<file path="src/rtl/pwm_fade_pkg.sv">
`default_nettype none
// ============================================================================
// Module      : pwm_fade_pkg
// Description : Shared constants and helpers for the PWM fade bank.
//               MODE_IMMEDIATE / MODE_FADE select how a write updates a
//               channel; pwm_max() gives the PWM period length for a width.
// Revision    : 1.0 - initial release
// ============================================================================
package pwm_fade_pkg;

  // Write modes carried on i_mode
  localparam logic MODE_IMMEDIATE = 1'b0;  // level and target jump together
  localparam logic MODE_FADE      = 1'b1;  // only target moves; level walks to it

  // Largest duty level, equal to the PWM period in clocks
  function automatic int pwm_max(input int width);
    return (1 << width) - 1;
  endfunction

endpackage : pwm_fade_pkg
`default_nettype wire

</file>
<file path="src/rtl/pwm_fade_channel.sv">
`default_nettype none
// ============================================================================
// Module      : pwm_fade_channel
// Description : One PWM channel with its own fade engine. Holds the current
//               level, the target it walks toward, and the duty value that is
//               frozen for the running PWM period.
// Ports       : i_clk       fabric clock
//               i_reset_n   synchronous reset, active-low
//               i_cnt       shared PWM period counter
//               i_boundary  last cycle of the PWM period
//               i_tick      fade step strobe (coincides with a boundary)
//               i_wr_en     write strobe already decoded for this channel
//               i_mode      MODE_IMMEDIATE / MODE_FADE
//               i_target    written target level
//               o_pwm       registered PWM output (polarity per INVERT)
//               o_busy      level differs from target
// Revision    : 1.0 - initial release
// ============================================================================
module pwm_fade_channel
  import pwm_fade_pkg::*;
#(
  parameter int WIDTH  = 8,
  parameter bit INVERT = 1'b1
) (
  input  logic             i_clk,
  input  logic             i_reset_n,
  input  logic [WIDTH-1:0] i_cnt,
  input  logic             i_boundary,
  input  logic             i_tick,
  input  logic             i_wr_en,
  input  logic             i_mode,
  input  logic [WIDTH-1:0] i_target,
  output logic             o_pwm,
  output logic             o_busy
);

  logic [WIDTH-1:0] r_level;
  logic [WIDTH-1:0] r_target;
  logic [WIDTH-1:0] r_duty;
  logic             r_pwm;

  always_ff @(posedge i_clk) begin
    if (!i_reset_n) begin
      r_level  <= '0;
      r_target <= '0;
      r_duty   <= '0;
      r_pwm    <= INVERT;
    end else begin
      // Duty is captured only at the period boundary, using the level as it
      // stands before any step taken on the same edge, so a period is never
      // cut short or stretched by a change.
      if (i_boundary) begin
        r_duty <= r_level;
      end

      // A write takes priority over a fade step on the same edge.
      if (i_wr_en) begin
        r_target <= i_target;
        if (i_mode == MODE_IMMEDIATE) begin
          r_level <= i_target;
        end
      end else if (i_tick) begin
        if (r_level < r_target) begin
          r_level <= r_level + WIDTH'(1);
        end else if (r_level > r_target) begin
          r_level <= r_level - WIDTH'(1);
        end
      end

      // cnt never reaches MAX, so duty MAX is always active and duty 0 never.
      r_pwm <= (i_cnt < r_duty) ^ INVERT;
    end
  end

  assign o_pwm  = r_pwm;
  assign o_busy = (r_level != r_target);

endmodule : pwm_fade_channel
`default_nettype wire

</file>
<file path="src/rtl/pwm_fade_bank.sv">
`default_nettype none
// ============================================================================
// Module      : pwm_fade_bank
// Description : Bank of CHANNELS PWM outputs, each with an autonomous fade
//               engine. Shares one period counter and one fade-divider
//               counter across all channels and decodes register writes.
// Ports       : i_clk       fabric clock, rising edge
//               i_reset_n   synchronous reset, active-low
//               i_write     one-cycle write strobe
//               i_channel   channel index for the write
//               i_mode      0: immediate set, 1: fade to target
//               i_target    target duty level 0..MAX
//               o_pwm       PWM outputs, one per channel
//               o_busy      per channel, high while level != target
// Revision    : 1.0 - initial release
// ============================================================================
module pwm_fade_bank
  import pwm_fade_pkg::*;
#(
  parameter int CHANNELS = 3,
  parameter int WIDTH    = 8,
  parameter int FADE_DIV = 4,
  parameter bit INVERT   = 1'b1,
  localparam int c_CH_W  = (CHANNELS > 1) ? $clog2(CHANNELS) : 1
) (
  input  logic                i_clk,
  input  logic                i_reset_n,
  input  logic                i_write,
  input  logic [c_CH_W-1:0]   i_channel,
  input  logic                i_mode,
  input  logic [WIDTH-1:0]    i_target,
  output logic [CHANNELS-1:0] o_pwm,
  output logic [CHANNELS-1:0] o_busy
);

  localparam logic [WIDTH-1:0]  c_MAX   = WIDTH'(pwm_max(WIDTH));
  localparam logic [WIDTH-1:0]  c_LAST  = c_MAX - WIDTH'(1);
  localparam int                c_PC_W  = (FADE_DIV > 1) ? $clog2(FADE_DIV) : 1;
  localparam logic [c_PC_W-1:0] c_PLAST = c_PC_W'(FADE_DIV - 1);

  logic [WIDTH-1:0]    r_cnt;
  logic [c_PC_W-1:0]   r_pcnt;
  logic                w_boundary;
  logic                w_tick;
  logic [CHANNELS-1:0] w_wr_en;

  assign w_boundary = (r_cnt == c_LAST);
  assign w_tick     = w_boundary && (r_pcnt == c_PLAST);

  // Period counter runs 0..MAX-1 so one PWM period is exactly MAX clocks.
  always_ff @(posedge i_clk) begin
    if (!i_reset_n) begin
      r_cnt <= '0;
    end else if (w_boundary) begin
      r_cnt <= '0;
    end else begin
      r_cnt <= r_cnt + WIDTH'(1);
    end
  end

  // Counts whole periods; wraps on the fade tick.
  always_ff @(posedge i_clk) begin
    if (!i_reset_n) begin
      r_pcnt <= '0;
    end else if (w_boundary) begin
      if (r_pcnt == c_PLAST) begin
        r_pcnt <= '0;
      end else begin
        r_pcnt <= r_pcnt + c_PC_W'(1);
      end
    end
  end

  // Indices at or above CHANNELS match no channel, so such writes vanish.
  for (genvar c = 0; c < CHANNELS; c++) begin : g_ch
    assign w_wr_en[c] = i_write && (i_channel == c_CH_W'(c));

    pwm_fade_channel #(
      .WIDTH  (WIDTH),
      .INVERT (INVERT)
    ) u_channel (
      .i_clk      (i_clk),
      .i_reset_n  (i_reset_n),
      .i_cnt      (r_cnt),
      .i_boundary (w_boundary),
      .i_tick     (w_tick),
      .i_wr_en    (w_wr_en[c]),
      .i_mode     (i_mode),
      .i_target   (i_target),
      .o_pwm      (o_pwm[c]),
      .o_busy     (o_busy[c])
    );
  end : g_ch

endmodule : pwm_fade_bank
`default_nettype wire

</file>
<file path="config.mk">
export PLATFORM = sky130hd
export DESIGN_NAME = pwm_fade_bank
export DESIGN_NICKNAME = d
export VERILOG_FILES = /design/src/rtl/pwm_fade_pkg.sv /design/src/rtl/pwm_fade_channel.sv /design/src/rtl/pwm_fade_bank.sv
export SDC_FILE = /design/constraint.sdc
export NUM_CORES = 1
export LEC_CHECK = 0
export ABC_AREA = 1
export CAP_MARGIN = 10
export CELL_PAD_IN_SITES_DETAIL_PLACEMENT = 1
export CELL_PAD_IN_SITES_GLOBAL_PLACEMENT = 1
export CORE_MARGIN = 4
export CORE_UTILIZATION = 49
export CTS_BUF_LIST = sky130_fd_sc_hd__clkbuf_16
export DETAILED_ROUTE_END_ITERATION = 16
export GPL_ROUTABILITY_DRIVEN = 1
export PLACE_DENSITY = 0.94
export SLEW_MARGIN = 10
export SYNTH_ARGS = -nofsm -noshare
export SYNTH_HDL_FRONTEND = slang
export SYNTH_SLANG_ARGS = --single-unit
export TNS_END_PERCENT = 20
</file>
<file path="constraint.sdc">
create_clock -name i_clk -period 4.29 [get_ports i_clk]
set_clock_uncertainty 0.2 [all_clocks]
set_input_delay 0.429 -clock i_clk [delete_from_list [all_inputs] [get_ports i_clk]]
set_output_delay 0.429 -clock i_clk [all_outputs]
set_load 0.01 [all_outputs]
</file>
After elaboration in Yosys (flattened, before gate mapping)
Index checks and enable logic that the tools add are counted.

storage, ports and cells
  register bits after elaboration = 85
  input bits = 14
  word-level logic and storage cells = 74

cells by class
  $add $sub $neg = 8
  order comparisons = 9
  eq/ne operators = 10
  mux-type cells = 14
  bitwise operators = 4
  reductions and logical operators = 15

operators with widths
  cell                                                                count
  8-bit 2-to-1 mux                                                    13
  8-bit < comparator                                                  6
  8-bit by 1-bit adder with 8-bit output, second input constant       4
  8-bit greater-than comparator                                       3
  8-bit inequality test                                               3
  8-bit by 1-bit subtractor with 8-bit output, second input constant  3
  3-bit AND reduction                                                 3
  3-bit nonzero test                                                  3
  8-bit == test, second input constant                                1
  2-bit inequality test, second input constant                        3
  2-bit nonzero test                                                  3
  2-bit == test, second input constant                                2
  1-bit logical AND                                                   4
  1-bit inverter                                                      4
  2-bit by 1-bit adder with 2-bit output, second input constant       1
  2-bit by 1-bit == test with 1-bit output, second input constant     1
  2-bit logical NOT                                                   1
  2-bit 2-to-1 mux                                                    1
  2-bit OR reduction                                                  1

Longest topological paths before layout
Gate-level depths: netlist of the first run.

  word-level depth = 5
  mapped depth = 19
  mapped depth without buffers = 19

Modules after synthesis
From an unflattened synthesis of the first run, not the netlist that was laid out.

unflattened totals
  cells, all modules = 752
  area, all modules = 5387.7 um2

by module, submodules not included
  module                                     times used  cells an instance  area an instance (um2)  seq. area each (um2)
  pwm_fade_channel at g_ch[1].u_channel ...  2           227                1622.8                  500.5
  pwm_fade_channel at g_ch[0].u_channel      1           230                1629.1                  500.5
  pwm_fade_bank                              1           68                 513.0                   200.2

Worst setup path after synthesis of the first run
OpenSTA, ideal clock, no wires.

  kind = register to register
  from = register g_ch[1].u_channel.r_target[7]
  to = register g_ch[1].u_channel.r_level[5]
  library setup time = 116 ps
  arrival time = 2338 ps
  required time = 3974 ps
  path slack = 1636 ps
  cell stages (with the launch flop) = 16
  period minus slack after synthesis = 2654 ps
  path through = dfxtp_1 > inv_1 > ha_1 > a21o_1 > nor2_1 > nand2_1 > ha_1 > a21oi_1 > nand2_1 > nand2_1 > nand2_1 > or2_2 > nand3_1 > nand2_1 > nor2_1 > nor2_1

on the way
  cells in the longest elaborated chain, start to end = 4
  elaborated cells between the ends (all ways) = 7
  those cells by class = order compare (2); mux (3); reduce/logical (2)

ends and longest elaborated chain
  what                      line                    RTL
  start: declaration        pwm_fade_channel.sv:38  logic [WIDTH-1:0] r_target;
  start signal: assignment  pwm_fade_channel.sv:58  r_target <= i_target;
  8-bit < comparator        pwm_fade_channel.sv:63  if (r_level < r_target) begin
  8-bit 2-to-1 mux          pwm_fade_channel.sv:63
  8-bit 2-to-1 mux          pwm_fade_channel.sv:62  end else if (i_tick) begin
  8-bit 2-to-1 mux          pwm_fade_channel.sv:57  if (i_wr_en) begin
  end signal: assignment    pwm_fade_channel.sv:60  r_level <= i_target;
  end signal: assignment    pwm_fade_channel.sv:64  r_level <= r_level + WIDTH'(1);
  end signal: assignment    pwm_fade_channel.sv:66  r_level <= r_level - WIDTH'(1);
  end: declaration          pwm_fade_channel.sv:37  logic [WIDTH-1:0] r_level;

Several ways; a longest one is shown, not always the timed one. The select of a mux whose other input is x is not followed.
A chain may end at the register's enable or synchronous reset.

Final worst setup path of the first run
  from = register g_ch[1].u_channel.r_level[5]
  to = register g_ch[1].u_channel.r_level[7]

on the way
  cells in the longest elaborated chain, start to end = 5
  elaborated cells between the ends (all ways) = 10
  those cells by class = add/sub (2); order compare (2); mux (4); reduce/logical (2)

ends and longest elaborated chain
  what                                         line                    RTL
  8-bit by 1-bit subtractor with 8-bit output  pwm_fade_channel.sv:66
  8-bit 2-to-1 mux                             pwm_fade_channel.sv:65  end else if (r_level > r_target) begin
  8-bit 2-to-1 mux                             pwm_fade_channel.sv:63
  8-bit 2-to-1 mux                             pwm_fade_channel.sv:62
  8-bit 2-to-1 mux                             pwm_fade_channel.sv:57

Several ways; a longest one is shown, not always the timed one. The select of a mux whose other input is x is not followed.

==> results.cfg, run 1 <==
[yosys]
syn_avg_cell_area_um2 = 7.13
synth_commonest_cells = nand2_1, inv_1, dfxtp_1
syn_area_um2 = 5400
synth_cell_types = 36
synth-seq-area-share_pct = 31.5
syn-num-nets = 844
synth_top_area_share_pct = 31.5
synth-seq-cells = 85
synth_area_leaders = dfxtp_1, ha_1, nand2_1
synth_edf_count = 0
ys_warn_count = 0
synth_area_leader_cell = dfxtp_1
synthesis.instances = 758
ys.flop_type = dfxtp_1
ys_async_sr_fraction_pct = 0
yosys.cell_count.top_type = nand2_1

[global_route]
use_met3_pct = 4.81
overflow = 0
grtUsageTotal_pct = 27.2
busiest_layer = met2
grt_use_met2_pct = 47.7
antenna_found_initial = 0
grt_start_max_net_pins = 53
grt_pass1_wl_um = 27900
first_global_vias = 5734
grt_util_met1_pct = 32.4

[detailed_routing]
drtIter0Drc = 271
post-route-drc-count = 0
vias = 5131
final_antenna_net_count = 0
wire_per_inst_um = 17.9
first_pass_iters = 5
routed_wl_um = 16300
via_per_inst = 5.63

[worst_setup_path]
cpLargestDelayFamily = compound AO/OA/AOI/OAI gates
path_common_cell = a21oi_1
criticalPathCategory = flip-flop to flip-flop
slowest_stage = dfxtp_1
worstRegToRegCells = 13
cp.arrival_ps = 3200
worstPathCellList = ha_1 > a21oi_1 > nor2_1 > nor2_1 > nand2_1 > ha_1 > a21oi_1 > o21ai_0 > a21oi_1 > inv_1 > nand2_1 > nand3_1 > a21oi_1
cp_data_required_time_ps = 4360
max_stage_delay_ps = 440
path_buf_inv = 1
rrSetupSlack_ps = 1160
r2r_start = g_ch[1].u_channel.r_level[5]
start_kind = flip-flop
endpoint_kind = flip-flop
worstPathMaxFanout = 10
r2r-end = g_ch[1].u_channel.r_level[7]

[layout]
post_layout_nonfiller_instances = 912
fillers = 1390
fin_nets = 853
area_growth_syn_to_layout_pct = 10.1
utilization_pct = 55.1
stdcell_area_um2 = 5950
layout-drive-gt1-share_pct = 6.48
num_antenna_cells = 0

[min_path]
worstHoldStart = g_ch[0].u_channel.r_target[4]
hold_end = g_ch[0].u_channel.r_target[4]
hold_path.class = flip-flop to flip-flop
hold_depth = 2

[timing]
fmax_ghz = 0.319
finalSetupViolations = 0
rsz0062_at_grt = false
holdWs_ps = 263
final_hold_viol_count = 0
min_period_ps = 3130
tns_ps = 0
worst-slew-pin-transition_ps = 997
timing.final.crit_share_pct = 73.0
slew_violations = 0
max_slew_margin_pct = 33.1

[clock_tree]
clock_path_buffers = 2
cts-root-buf = clkbuf_16
clkSlewWorstSetupHoldPaths_ps = 70
cts_htree_levels = 3
cts_sinks = 85
cts_resized = 0
clock_latency_ps = 350
cts_setup_buffers = 0
cts_inserted_buffers = 9
cts_tree = done
hold_buffers = 0

[run]
drv_cap = 0

[placed_design]
dp.cells = 896
routabilityCongestion = 0.916
dpl.hpwl_um = 12300
placed_area_um2 = 5670
io_buffers = 19

[floorplan]
initial_core_util_pct = 50.1
ios = 20
die_area_um2 = 12800
chipHeight_um = 113
core-area_um2 = 10800
floorplan.die.width_um = 113
num_rows = 38

[pwr]
p_per_area_nw_per_um2 = 356
power_leakage_nw = 2.70
ir_drop_v = 0.000166

[run_status]
outcome = completed
[power breakdown]
group | leakage [nW] | switching [mW] | internal (mW) | total [mW]
sequential | 0.689 | 0.0212 | 0.810 | 0.831
clock | 0.130 | 0.349 | 0.395 | 0.744
combinational | 1.88 | 0.340 | 0.201 | 0.541
total | 2.70 | 0.710 | 1.41 | 2.12
[per-layer routing]
layer	part of all wire, %	vias to the layer above
li1	-	2508
met1	43	2469
met2	50	115
met3	4.4	39
met4	3.0	0
met5	0	-
[how the worst max path moves through the flow]
| stage | startpoint | to | cells after the start |
|---|---|---|---|
| after floorplan | g_ch[1].u_channel.r_target[7] | g_ch[1].u_channel.r_level[5] | 15 |
| after global placement | g_ch[1].u_channel.r_level[5] | g_ch[1].u_channel.r_level[5] | 15 |
| after detailed placement | g_ch[1].u_channel.r_level[5] | g_ch[1].u_channel.r_level[5] | 15 |
| after CTS | g_ch[1].u_channel.r_level[5] | g_ch[1].u_channel.r_level[5] | 15 |
| after global routing | g_ch[0].u_channel.r_level[1] | g_ch[0].u_channel.r_level[5] | 17 |
| final | g_ch[1].u_channel.r_level[5] | g_ch[1].u_channel.r_level[7] | 13 |
[area by class of cell]
class | count | area (um^2) | share of cell area [%]
Inverter | 104 | 390 | 6.57
Clock inverter | 7 | 50.0 | 0.842
Sequential cell | 85 | 1700 | 28.6
Multi-Input combinational cell | 545 | 3190 | 53.7
Clock buffer | 9 | 225 | 3.79
Tap cell | 140 | 175 | 2.95
Timing Repair Buffer | 22 | 213 | 3.58
[sequential cells by signal, indices dropped and copies added (netlist names)]
signal,count
g_ch.u_channel.r_duty,24
g_ch.u_channel.r_level,24
g_ch.u_channel.o_pwm,3
r_cnt,8
g_ch.u_channel.r_target,24
r_pcnt,2
[per-stage QoR]
step	total power [mW]	setup WS, ps
after CTS	2.12	1240
after global routing	2.24	839
after floorplan	1.23	1640
after global placement	1.34	1380
final	2.12	1160
after detailed placement	1.38	1250
[worst register-to-register path, delay by kind of cell, from the launching register on]
kind,cells,cell delay [ps]
compound gates,5,910
fa+ha+maj,2,740
buf+inv,1,90
flops,1,440
simple gates,5,680
[logic make-up after synthesis]
logic type,synth area share (%)
adder cells (fa/ha/maj),17.1
AO/OA/AOI/OAI,16.3
XOR/XNOR,0.811
flip-flops,31.5
buffers and inverters,9.45
AND/OR/NAND/NOR,24.9
[layout by cell type (no fill, tap or decap), types with 3 or more instances in the layout]
cell type        count
a21boi_0             3
a21o_1               3
a21oi_1             83
a21oi_2              3
a31oi_1              3
buf_4                3
clkbuf_16            9
clkdlybuf4s50_1     19
dfxtp_1             85
fa_1                 3
ha_1                69
inv_1               97
inv_2                6
nand2_1            166
nand2_2              6
nand2_4              3
nand3_1             38
nand4_1             12
nor2_1              61
nor3_1               7
nor3_2               6
o211ai_1             3
o21a_1               8
o21ai_0             51
or2_2                4
xnor2_1              3
Power figures use the tool's default switching activity.
==> run 2, diff against run 1 <==
Settings changed: CORE_UTILIZATION 49 to 41, PLACE_DENSITY 0.94 to 0.85.
Clock period 4.29 ns to 2.83 ns, I/O delays scaled along.
==> results.cfg, run 2 (synthesis results as in run 1) <==
[run_status]
outcome = completed

[clock_tree]
cts_inserted_buffers = 9
cts_tree = done
cts-root-buf = clkbuf_16
clock_latency_ps = 350
clock_path_buffers = 2
cts_htree_levels = 3
cts_sinks = 85
hold_buffers = 0
clkSlewWorstSetupHoldPaths_ps = 60

[timing]
finalSetupViolations = 0
worst-slew-pin-transition_ps = 505
timing.final.crit_share_pct = 99.3
min_period_ps = 2810
slew_violations = 0
max_slew_margin_pct = 66.1
fmax_ghz = 0.356
final_hold_viol_count = 0
holdWs_ps = 263
rsz0062_at_grt = true

[worst_setup_path]
endpoint_kind = flip-flop
slowest_stage = dfxtp_1
cp.arrival_ps = 2850
start_kind = flip-flop
worstPathMaxFanout = 6
worstPathCellList = inv_1 > ha_1 > nand2_1 > inv_1 > nand2_1 > nand2_2 > nand2_2 > nand2_4 > ha_2 > nand2_1 > inv_1 > nand2_1 > nand2_1 > or2_2 > nand3_1 > nand2_1 > nor2_1 > nor2_1
criticalPathCategory = flip-flop to flip-flop
cp_data_required_time_ps = 2870
path_buf_inv = 3
worstRegToRegCells = 18
cpLargestDelayFamily = simple AND/OR/NAND/NOR gates
max_stage_delay_ps = 330
path_depth = 18
path_common_cell = nand2_1

[floorplan]
initial_core_util_pct = 42.3
chipHeight_um = 123
ios = 20
die_area_um2 = 15100
floorplan.die.width_um = 123
core-area_um2 = 12800
num_rows = 41

[detailed_routing]
routed_wl_um = 17100
final_antenna_net_count = 0
drtIter0Drc = 238
wire_per_inst_um = 17.5
post-route-drc-count = 0
via_per_inst = 5.44
first_pass_iters = 4
vias = 5300

[placed_design]
io_buffers = 19
routabilityCongestion = 0.890
placed_area_um2 = 5940
dpl.hpwl_um = 12500
dp.cells = 957

[pwr]
ir_drop_v = 0.000234
p_per_area_nw_per_um2 = 538
power_leakage_nw = 2.88

[global_route]
grtUsageTotal_pct = 23.1
first_global_vias = 5504
overflow = 0
grt_pass1_wl_um = 27200
grt_start_max_net_pins = 54
antenna_found_initial = 0

[layout]
final_cell_mix = nand2_1, inv_1, dfxtp_1
fillers = 1600
fin_nets = 884
reg_top3 = g_ch.u_channel.r_duty (24), g_ch.u_channel.r_level (24), g_ch.u_channel.r_target (24)
num_antenna_cells = 0
layout-drive-gt1-share_pct = 14.8
area_growth_syn_to_layout_pct = 18.9
stdcell_area_um2 = 6420
post_layout_nonfiller_instances = 975
mostFrequentLayoutCell = nand2_1

[min_path]
hold_path.class = flip-flop to flip-flop
hold_depth = 1

[run]
drv_cap = 0
run 2: worst paths after layout:
path | start | to | slack, ps
setup / recovery | g_ch[0].u_channel.r_target[3] | g_ch[0].u_channel.r_level[5] | 20
hold / removal | r_cnt[0] | r_cnt[0] | 260
setup reg to reg | g_ch[0].u_channel.r_target[3] | g_ch[0].u_channel.r_level[5] | 20
hold reg to reg | r_cnt[0] | r_cnt[0] | 260
run 2: cell type report:
type,instances,area (um^2),share of cell area (%)
inverters,104,390,6.08
clock buffers,9,225,3.51
clock inverters,7,66.3,1.03
multi-input cells,545,3360,52.3
flip-flops and latches,85,1710,26.5
well taps,172,215,3.35
repair buffers,53,462,7.19
run 2: what timing repair did:
action	CTS	global route
setup endpoints to repair	5	15
gates cloned	0	0
buffers inserted	0	2
resized for setup	4	42
pin swaps	0	6
run 2: power by group:
part / switching [mW] / internal [mW]
Sequential: 0.0232 / 1.23
Combinational: 0.598 / 0.408
Clock: 0.519 / 0.678
run 2: routing by layer:
| metal | routed length, um | part of all wire [%] | up-vias | GRT usage, % |
|---|---|---|---|---|
| met5 | 0 | 0 | - | 0 |
| met3 | 529 | 3.1 | 35 | 2.63 |
| met2 | 8490 | 50 | 81 | 41.0 |
| met1 | 7410 | 43 | 2620 | 27.7 |
| met4 | 622 | 3.6 | 0 | 10.6 |
| li1 | - | - | 2564 | - |
run 2: stage by stage:
stage          power (mW)  setup TNS [ps]  utilization, %  setup WS, ps
3_5_place_dp         2.14           -18.5            46.5         -10.8
3_3_place_gp         2.09               0            46.5           125
2_1_floorplan        1.86               0               -           176
4_1_cts              3.34               0            48.9          27.6
5_1_grt              3.63            -479            50.3          -113
6_report             3.45               0            50.3          19.3
==> run 3, diff against run 2 <==
Settings changed: ABC_CLOCK_PERIOD_IN_PS from default to 2830.
==> results of run 3 <==
The final DEF is identical to that of run 2; final timing and power are the same.
